--- config.mk ---
export PLATFORM = sky130hd
export DESIGN_NAME = fetch_unit
export DESIGN_NICKNAME = d
export VERILOG_FILES = /design/src/rtl/rv32i_pkg.sv /design/src/rtl/fetch_unit_if_id_reg.sv /design/src/rtl/fetch_unit.sv
export SDC_FILE = /design/constraint.sdc
export NUM_CORES = 1
export LEC_CHECK = 0
export CORE_ASPECT_RATIO = 1.1
export CORE_UTILIZATION = 35
export CTS_CLUSTER_DIAMETER = 50
export DETAILED_ROUTE_END_ITERATION = 8
export MAX_ROUTING_LAYER = met4
export PLACE_DENSITY = 0.58
export SYNTH_ARGS = -nofsm -noshare
export SYNTH_HDL_FRONTEND = slang
export SYNTH_HIERARCHICAL = 1
export SYNTH_SLANG_ARGS = --single-unit
--- constraint.sdc ---
create_clock -name clk -period 3.71 [get_ports clk]
set_input_delay 0.742 -clock clk [delete_from_list [all_inputs] [get_ports clk]]
set_output_delay 0.742 -clock clk [all_outputs]
set_load 0.005 [all_outputs]
--- src/rtl/rv32i_pkg.sv ---
// Shared RV32I pipeline definitions: bubble encoding, default reset PC,
// fetch FSM state encoding and small PC helpers.
package rv32i_pkg;

  localparam logic [31:0] NOP_INSTR        = 32'h0000_0013;
  localparam logic [31:0] DEFAULT_RESET_PC = 32'h0000_0000;

  typedef enum logic [1:0] {
    ST_IDLE  = 2'b00,
    ST_FETCH = 2'b01,
    ST_HOLD  = 2'b10,
    ST_KILL  = 2'b11
  } fetch_state_e;

  function automatic logic [31:0] pc_plus4(input logic [31:0] pc);
    return pc + 32'd4;
  endfunction

  // Instructions are word aligned, so redirect targets drop their low two bits
  function automatic logic [31:0] word_align(input logic [31:0] addr);
    return addr & 32'hFFFF_FFFC;
  endfunction

endpackage

--- src/rtl/fetch_unit_if_id_reg.sv ---
// IF/ID pipeline register: flush beats stall, and a cycle with no delivered
// instruction inserts a bubble while the pc fields keep their last values.
module if_id_reg
  import rv32i_pkg::*;
(
  input  logic        clk,
  input  logic        rst_n,
  input  logic        i_flush,
  input  logic        i_stall,
  input  logic        i_load,
  input  logic [31:0] i_pc,
  input  logic [31:0] i_pc4,
  input  logic [31:0] i_instr,
  output logic [31:0] o_pc,
  output logic [31:0] o_pc4,
  output logic [31:0] o_instr,
  output logic        o_valid
);

  logic [31:0] r_pc;
  logic [31:0] r_pc4;
  logic [31:0] r_instr;
  logic        r_valid;

  // Pipeline register update in flush > stall > load > bubble order
  always_ff @(posedge clk or negedge rst_n) begin
    if (!rst_n) begin
      r_pc    <= 32'h0000_0000;
      r_pc4   <= 32'h0000_0000;
      r_instr <= NOP_INSTR;
      r_valid <= 1'b0;
    end else if (i_flush) begin
      r_instr <= NOP_INSTR;
      r_valid <= 1'b0;
    end else if (i_stall) begin
      r_pc    <= r_pc;
      r_pc4   <= r_pc4;
      r_instr <= r_instr;
      r_valid <= r_valid;
    end else if (i_load) begin
      r_pc    <= i_pc;
      r_pc4   <= i_pc4;
      r_instr <= i_instr;
      r_valid <= 1'b1;
    end else begin
      r_instr <= NOP_INSTR;
      r_valid <= 1'b0;
    end
  end

  assign o_pc    = r_pc;
  assign o_pc4   = r_pc4;
  assign o_instr = r_instr;
  assign o_valid = r_valid;

endmodule

--- src/rtl/fetch_unit.sv ---
// RV32I instruction-fetch stage: PC, single-outstanding imem handshake,
// stall hold buffer and branch redirect, feeding the IF/ID register.
module fetch_unit
  import rv32i_pkg::*;
#(
  parameter logic [31:0] RESET_PC = DEFAULT_RESET_PC
) (
  input  logic        clk,
  input  logic        rst_n,
  input  logic        i_br_taken,
  input  logic [31:0] i_br_target,
  input  logic        i_stall_if,
  input  logic        i_flush_if,
  output logic        o_imem_req,
  output logic [31:0] o_imem_addr,
  input  logic        i_imem_valid,
  input  logic [31:0] i_imem_rdata,
  output logic [31:0] o_if_id_pc,
  output logic [31:0] o_if_id_pc4,
  output logic [31:0] o_if_id_instr,
  output logic        o_if_id_valid
);

  fetch_state_e r_state;
  logic [31:0]  r_pc;
  logic [31:0]  r_hold_buf;
  logic [31:0]  r_redirect_pc;
  logic         r_imem_req;

  logic [31:0]  w_target;
  logic [31:0]  w_pc4;
  logic         w_deliver;
  logic [31:0]  w_deliver_instr;

  assign w_target = word_align(i_br_target);
  assign w_pc4    = pc_plus4(r_pc);

  // An instruction reaches IF/ID from the live response or from the hold buffer
  always_comb begin
    w_deliver       = 1'b0;
    w_deliver_instr = r_hold_buf;
    case (r_state)
      ST_FETCH: begin
        if (i_imem_valid && !i_br_taken && !i_stall_if) begin
          w_deliver       = 1'b1;
          w_deliver_instr = i_imem_rdata;
        end else begin
          w_deliver       = 1'b0;
        end
      end
      ST_HOLD: begin
        if (!i_br_taken && !i_stall_if) begin
          w_deliver = 1'b1;
        end else begin
          w_deliver = 1'b0;
        end
      end
      default: begin
        w_deliver = 1'b0;
      end
    endcase
  end

  // Fetch FSM; the address is the PC itself, which never moves while a
  // request is outstanding, so a redirect mid-transaction parks in KILL
  always_ff @(posedge clk or negedge rst_n) begin
    if (!rst_n) begin
      r_state       <= ST_IDLE;
      r_pc          <= RESET_PC;
      r_hold_buf    <= 32'h0000_0000;
      r_redirect_pc <= 32'h0000_0000;
      r_imem_req    <= 1'b0;
    end else begin
      case (r_state)
        ST_IDLE: begin
          r_state    <= ST_FETCH;
          r_imem_req <= 1'b1;
        end
        ST_FETCH: begin
          if (i_imem_valid) begin
            if (i_br_taken) begin
              r_pc <= w_target;
            end else if (i_stall_if) begin
              r_hold_buf <= i_imem_rdata;
              r_state    <= ST_HOLD;
              r_imem_req <= 1'b0;
            end else begin
              r_pc <= w_pc4;
            end
          end else if (i_br_taken) begin
            r_redirect_pc <= w_target;
            r_state       <= ST_KILL;
          end else begin
            r_state <= ST_FETCH;
          end
        end
        ST_HOLD: begin
          if (i_br_taken) begin
            r_hold_buf <= 32'h0000_0000;
            r_pc       <= w_target;
            r_state    <= ST_FETCH;
            r_imem_req <= 1'b1;
          end else if (!i_stall_if) begin
            r_hold_buf <= 32'h0000_0000;
            r_pc       <= w_pc4;
            r_state    <= ST_FETCH;
            r_imem_req <= 1'b1;
          end else begin
            r_state <= ST_HOLD;
          end
        end
        ST_KILL: begin
          if (i_imem_valid) begin
            r_pc    <= i_br_taken ? w_target : r_redirect_pc;
            r_state <= ST_FETCH;
          end else if (i_br_taken) begin
            r_redirect_pc <= w_target;
          end else begin
            r_state <= ST_KILL;
          end
        end
        default: begin
          r_state    <= ST_IDLE;
          r_imem_req <= 1'b0;
        end
      endcase
    end
  end

  assign o_imem_req  = r_imem_req;
  assign o_imem_addr = r_pc;

  if_id_reg u_if_id_reg (
    .clk     (clk),
    .rst_n   (rst_n),
    .i_flush (i_flush_if),
    .i_stall (i_stall_if),
    .i_load  (w_deliver),
    .i_pc    (r_pc),
    .i_pc4   (w_pc4),
    .i_instr (w_deliver_instr),
    .o_pc    (o_if_id_pc),
    .o_pc4   (o_if_id_pc4),
    .o_instr (o_if_id_instr),
    .o_valid (o_if_id_valid)
  );

endmodule

## Yosys cells after proc, flatten, opt, wreduce, memory -nomap -nowiden

Index checks and enable logic that the tools add are counted.

| storage, ports and cells | value |
|---|---|
| bits in registers | 196 |
| latch bits | 0 |
| memory bits (writable) | 0 |
| memory bits (read-only) | 0 |
| bits of input ports | 70 |
| word-level logic and storage cells | 79 |
| memories kept | 0 |

| cells by class | value |
|---|---|
| add/sub/neg operators | 1 |
| multiply operators | 0 |
| divide/modulo/power cells | 0 |
| $lt $le $gt $ge | 0 |
| equal/unequal tests | 12 |
| shift operators | 0 |
| muxes and demuxes | 38 |
| bitwise logic cells | 3 |
| reductions and logical operators | 16 |

Operators with widths:

| cell | count |
|---|---|
| two-way mux 32 bit | 15 |
| case mux 32 bit (3 select lines) | 1 |
| case mux 32 bit (2 select lines) | 1 |
| adder 32 x 3 -> 32 bit, second input constant | 1 |
| two-way mux 2 bit | 8 |
| != test 3 bit, second input constant | 4 |
| two-way mux 1 bit | 10 |
| AND reduction 5 bit | 2 |
| AND reduction 3 bit | 3 |
| != test 2 bit, second input constant | 4 |
| case mux 2 bit (4 select lines) | 1 |
| nonzero test 3 bit | 2 |
| equality test 2 bit, second input constant | 2 |
| logical AND 1 bit | 3 |
| NOT 1 bit | 3 |
| case mux 1 bit (3 select lines) | 1 |
| equality test 2 x 1 -> 1 bit, second input constant | 1 |
| logical NOT 1 bit | 2 |
| logical NOT 2 bit | 1 |
| != test 2 x 1 -> 1 bit, second input constant | 1 |
| case mux 1 bit (2 select lines) | 1 |
| AND reduction 2 bit | 1 |
| nonzero test 2 bit | 1 |
| OR reduction 2 bit | 1 |

## Logic depth before layout (Yosys ltp)

| depth | value |
|---|---|
| depth in word-level cells | 8 |
| gate-level depth with buffers | 10 |

## Hierarchy

Netlist, hierarchy kept.

Modules (own cells, without submodules):

| module | times used | cells an instance | area each (sq um) | sequential area each (sq um) |
|---|---|---|---|---|
| fetch_unit | 1 | 645 | 6098.3 | 2477.4 |
| if_id_reg | 1 | 281 | 4131.5 | 2431.1 |

## Worst setup path after synthesis

No wires, ideal clock.

| path | value |
|---|---|
| path type | input port to flip-flop |
| start point | input port i_br_taken |
| end point | register u_if_id_reg.r_pc4[0], in the netlist u_if_id_reg/o_pc4[0] |
| data arrival time | 2.802 ns |
| data required time | 3.585 ns |
| slack | 0.783 ns |
| stages | 8 |
| cell sequence | clkbuf_1 clkbuf_1 clkbuf_1 nor4b_1 nor3b_2 buf_6 buf_12 mux2_4 |

| on the way | value |
|---|---|
| word-level cells in the longest chain between the ends | 6 |

Ends and longest elaborated chain:

| element | line | RTL |
|---|---|---|
| start, declared | fetch_unit.sv:10 | `input logic i_br_taken,` |
| logical NOT 1 bit * | fetch_unit.sv:44, fetch_unit.sv:52 |  |
| logical AND 1 bit (2 in series) | fetch_unit.sv:44 | `if (i_imem_valid && !i_br_taken && !i_stall_if) begin` |
| two-way mux 1 bit | fetch_unit.sv:44 |  |
| case mux 1 bit (2 select lines) * | fetch_unit.sv:42 | `case (r_state)` |
| net w_deliver | fetch_unit.sv:32 | `logic w_deliver;` |
| AND reduction 3 bit (no source line) * | - |  |
| end signal, assigned | fetch_unit_if_id_reg.sv:37 | `r_pc4 <= r_pc4;` |
| end signal, assigned | fetch_unit_if_id_reg.sv:42 | `r_pc4 <= i_pc4;` |
| end, declared | fetch_unit_if_id_reg.sv:21 | `logic [31:0] r_pc4;` |

Mark *: on every way through the listed nets, which the timed path passes. The rest lies on a longest branch.
A chain may end at the register's enable or synchronous reset.

## Final worst setup path

| path | value |
|---|---|
| start point | input port i_imem_valid |
| end point | register u_if_id_reg.r_pc[22], in the netlist u_if_id_reg/o_pc[22] |

| on the way | value |
|---|---|
| word-level cells in the longest chain between the ends | 5 |

Ends and longest elaborated chain:

| element | line | RTL |
|---|---|---|
| start, declared | fetch_unit.sv:16 | `input logic i_imem_valid,` |
| logical AND 1 bit (2 in series) | fetch_unit.sv:44 |  |
| two-way mux 1 bit | fetch_unit.sv:44 |  |
| case mux 1 bit (2 select lines) | fetch_unit.sv:42 |  |
| net w_deliver | fetch_unit.sv:32 |  |
| AND reduction 3 bit (no source line) | - |  |
| end signal, assigned | fetch_unit_if_id_reg.sv:36 | `r_pc <= r_pc;` |
| end signal, assigned | fetch_unit_if_id_reg.sv:41 | `r_pc <= i_pc;` |
| end, declared | fetch_unit_if_id_reg.sv:20 | `logic [31:0] r_pc;` |

The timed path passes the listed nets, and every way through them passes these cells.

==> results.md <==
- The flow ran to the end, and the final reports show no timing, DRC or antenna violations.
- The number of sinks driven by the clock tree is 196.
- The total detailed-routing wirelength is 27300 µm.
- Entering global routing, the biggest net connects 75 pins.
- The post-route clock period utilization is 71.8%.
- The clock edge transition at the registers on the reported setup and hold paths is 70 ps.
- The normalized max-slew margin is 45.9%.
- The number of flip-flops and latches in the synthesized netlist is 196.
- The type of element capturing the critical path is a register.
- The post-place setup slack is 580 ps.
- The detail route stage leaves a number of antenna-violating nets equal to 0.
- The first routing iteration left 511 violations.
- The width of the die is 165 µm.
- Global routing used 19.4% of the available tracks.
- Detailed placement ended at an HPWL of 18400 µm.
- The per-cell via count in the routed design is 5.22.
- Among all flip-flop cells after synthesis, the most frequent one is sky130_fd_sc_hd__dfrtp_1.
- The switching part of the total power is 35.2%.
- After synthesis the cells add up to 10200 µm².
- The synthesized area divided by synthesized cell count is 11.0 µm².
- The floorplan step set the die height to 181 µm.
- Setup repair after global routing left no endpoint under its margin.
- In this design, the stage delay of the slowest critical-path cell is 640 ps.
- The CTS tree is built.
- The number of buffers between clock root and the deepest sink is 2.
- The setup TNS after final layout is 0 ps.
- Walking the worst path, the cells encountered are clkdlybuf4s50_1 -> a21oi_1 -> nor4b_2 -> nor3b_4 -> buf_12 -> mux2_1.
- The startpoint-to-endpoint class of the critical path is primary input to register.
- The max-capacitance violation count is 0.
- Data on the critical path arrives at its endpoint at 2980 ps.
- The clock network fraction of total power is 20.4%.
- The number of placement rows is 65.
- The worst path required time is 4030 ps.
- The proportion of power drawn by combinational gates is 40.3%.
- Across the whole layout, storage elements account for 4910 µm².
- The final max-slew violation count is 0.
- The Yosys step of the flow raised 6 warnings.
- Power comes to 9.48 mW.
- For this design the total switching power over the nets is 3.33 mW.
- After clock tree synthesis, the repair step resized 0 gates.
- The DRC violations left is 0.
- The tightest min-delay check is of the primary input to asynchronous set/reset pin type.
- The final-report setup violation count is 0.
- The count of fill cells added during filler insertion is 2651.
- The number of flops mapped to enable cells by yosys is 0.
- The worst setup skew after layout is 13.3 ps.
- The count of different cell masters after synthesis is 70.
- The starting utilization of the core area is 35.6%.
- The number of hold violations in the final report is 0.
- The area of the core is 28700 µm².
- In this run the worst path has a maximum fanout of 16.
- The worst setup path is launched from a primary input.
- For this run, asynchronously set or reset flops after synthesis account for 100%.
- The die footprint is 29900 µm².
- In this run the static leakage power is 5.41 nW.
- The area growth from synthesis to layout is 28.4%.
- The highest-delay cell along the critical path is sky130_fd_sc_hd__nor3b_4.
- The number of nets in the final layout is 1168.
- Clock latency on the worst-skew pair, taken at its later pin, is 440 ps.
- The clock period minus final worst setup slack is 2660 ps.
- The post-synthesis sequential area ratio is 48.0%.
- The total via count in the routed design is 7708.
- The number of antenna violations at the first check in global routing is 2.
- The maximum operating frequency is 375 MHz.
- The multi-input combinational cells in the finished layout cover a total of 4880 µm².
- The synthesized netlist net count is 1001.
- The quantity of hold-fixing buffers added after cts is 0.
- The number of global-route vias before repair came to 7746.
- For the pin with the worst max-slew slack, the measured transition is 804 ps.
- The maximum level of the CTS H-tree is 4.
- The share of final-layout standard cells stronger than drive strength 1 is 18.6%.
- The number of setup buffers added after CTS is 0.
- After global routing the overflow that remains totals 0.
- Pin placement for this block handled 200 I/O pins.
- The internal power of the cells is 6.14 mW.
- The number of detailed-route iterations in the first pass is 5.
- The routability congestion estimate from global placement is 0.808.
- The number of buffer cells added on primary ports is 197.
- Sequential cells burn 39.3% of the power.
- The first global-routing pass estimated 43700 µm of wire.
- After detailed routing, the average wire length per cell comes to 18.5 µm.
- VDD sags by at most 400 µV.
- The worst hold slack is 331 ps.
- The number of CTS-inserted buffers is 17.
- The post-route worst setup slack is 1050 ps.
- The power per standard cell area is 722 nW/µm².
- After technology mapping, the gate count stands at 926.
- The CTS root buffer is sky130_fd_sc_hd__clkbuf_16.
[placed cells by master (no fill, tap or decap), types with 11 or more instances in the layout]
cell type                         count
sky130_fd_sc_hd__dfrtp_1            193
sky130_fd_sc_hd__clkdlybuf4s50_1    194
sky130_fd_sc_hd__nand3_1             21
sky130_fd_sc_hd__nand2_1            100
sky130_fd_sc_hd__o21ai_0             56
sky130_fd_sc_hd__buf_4               16
sky130_fd_sc_hd__a21oi_1             44
sky130_fd_sc_hd__nand4_1             14
sky130_fd_sc_hd__nand3b_1            30
sky130_fd_sc_hd__clkbuf_16           17
sky130_fd_sc_hd__inv_1               11
sky130_fd_sc_hd__mux2_4              60
sky130_fd_sc_hd__nand2b_1            35
sky130_fd_sc_hd__mux2i_1             18
sky130_fd_sc_hd__a22o_1              11
sky130_fd_sc_hd__nor2_1              25
sky130_fd_sc_hd__mux2_2              63
sky130_fd_sc_hd__xnor2_1             20
[registers in the layout (all words and copies together) (netlist names)]
register             count
u_if_id_reg/o_pc        32
r_redirect_pc           32
o_imem_req               1
r_hold_buf              32
u_if_id_reg/o_instr     32
u_if_id_reg/o_pc4       32
o_imem_addr             32
r_state                  2
u_if_id_reg/o_valid      1
[worst max-delay path, delay by kind of cell]
family,cells,cell delay (ps)
compound gates,1,120
buf+inv,2,870
mux,1,330
simple gates,2,910
[layout make-up]
cell class | instances | area share, %
sequential | 196 | 37.4
multi-input combinational | 646 | 37.2
timing repair buffer | 220 | 17.0
tap | 368 | 3.51
clock buffer | 19 | 3.37
clock inverter | 13 | 1.22
inverter | 12 | 0.343
antenna | 3 | 0.0572
[cell usage after synthesis, drive strengths merged, types with 7 or more instances]
library cell    n  share of area, %
or3             9              0.60
nand3          23               1.2
nor2           25              0.92
inv            11              0.40
nand2         100               3.7
nand2b         35               2.1
mux2          127                16
o211ai         10              0.73
and3            7              0.43
nor4           12               1.0
a21oi          44               2.2
a22o           11              0.94
clkbuf         40               1.5
dfrtp         193                47
mux2i          18               1.8
buf            32               2.6
o311ai          7              0.60
o21ai          56               2.7
xor2            7              0.60
nor3           10              0.49
nand4          14              0.86
nand3b         30               2.2
xnor2          20               1.7
[routing by layer]
metal  part of all wire, %  GRT usage, %  vias to the layer above
met5                     0             -                        -
met4                   1.8          5.36                        0
met3                   6.2          5.33                       24
met2                    47          29.5                      229
met1                    45          25.0                     3817
li1                      -             -                     3638
[logic make-up after synthesis]
| family | count (synthesis) | share of synthesized area [%] |
|---|---|---|
| fa+ha+maj | 5 | 0.612 |
| buf+inv | 84 | 4.53 |
| compound gates | 178 | 11.2 |
| xor+xnor | 27 | 2.31 |
| simple gates | 291 | 15.5 |
| mux | 145 | 17.9 |
| flops | 196 | 48.0 |
[power groups by stage]
stage | sequential [mW] | combinational, mW | clock, mW
global placement | 3.74 | 3.80 | 0
CTS | 3.72 | 3.87 | 2.00
floorplan | 3.47 | 2.44 | 0
finish | 3.72 | 3.82 | 1.93
global route | 3.84 | 4.24 | 2.07
detailed placement | 3.75 | 3.87 | 0
[through the flow]
stage	cells	utilization, %	area [µm²]
2_1_floorplan	926	-	10200
3_3_place_gp	1442	43.6	12500
3_5_place_dp	1442	43.6	12500
4_1_cts	1474	45.7	13100
5_1_grt	1476	45.7	13100
6_report	1477	45.7	13100
[path summary, 6_finish.rpt]
path / startpoint / end / slack [ps] / cells after the start
setup / recovery: i_imem_valid / u_if_id_reg/o_pc[22] / 1050 / 6
min in group clk: r_hold_buf[12] / r_hold_buf[12] / 480 / 2
max in group asynchronous: rst_n / r_hold_buf[8] / 2610 / 2
hold / removal: rst_n / u_if_id_reg/o_pc4[7] / 330 / 1
hold reg to reg: r_hold_buf[12] / r_hold_buf[12] / 480 / 2
setup reg to reg: o_imem_addr[10] / u_if_id_reg/o_pc4[25] / 1090 / 5
Note: power is estimated with default switching activity, not from simulation.
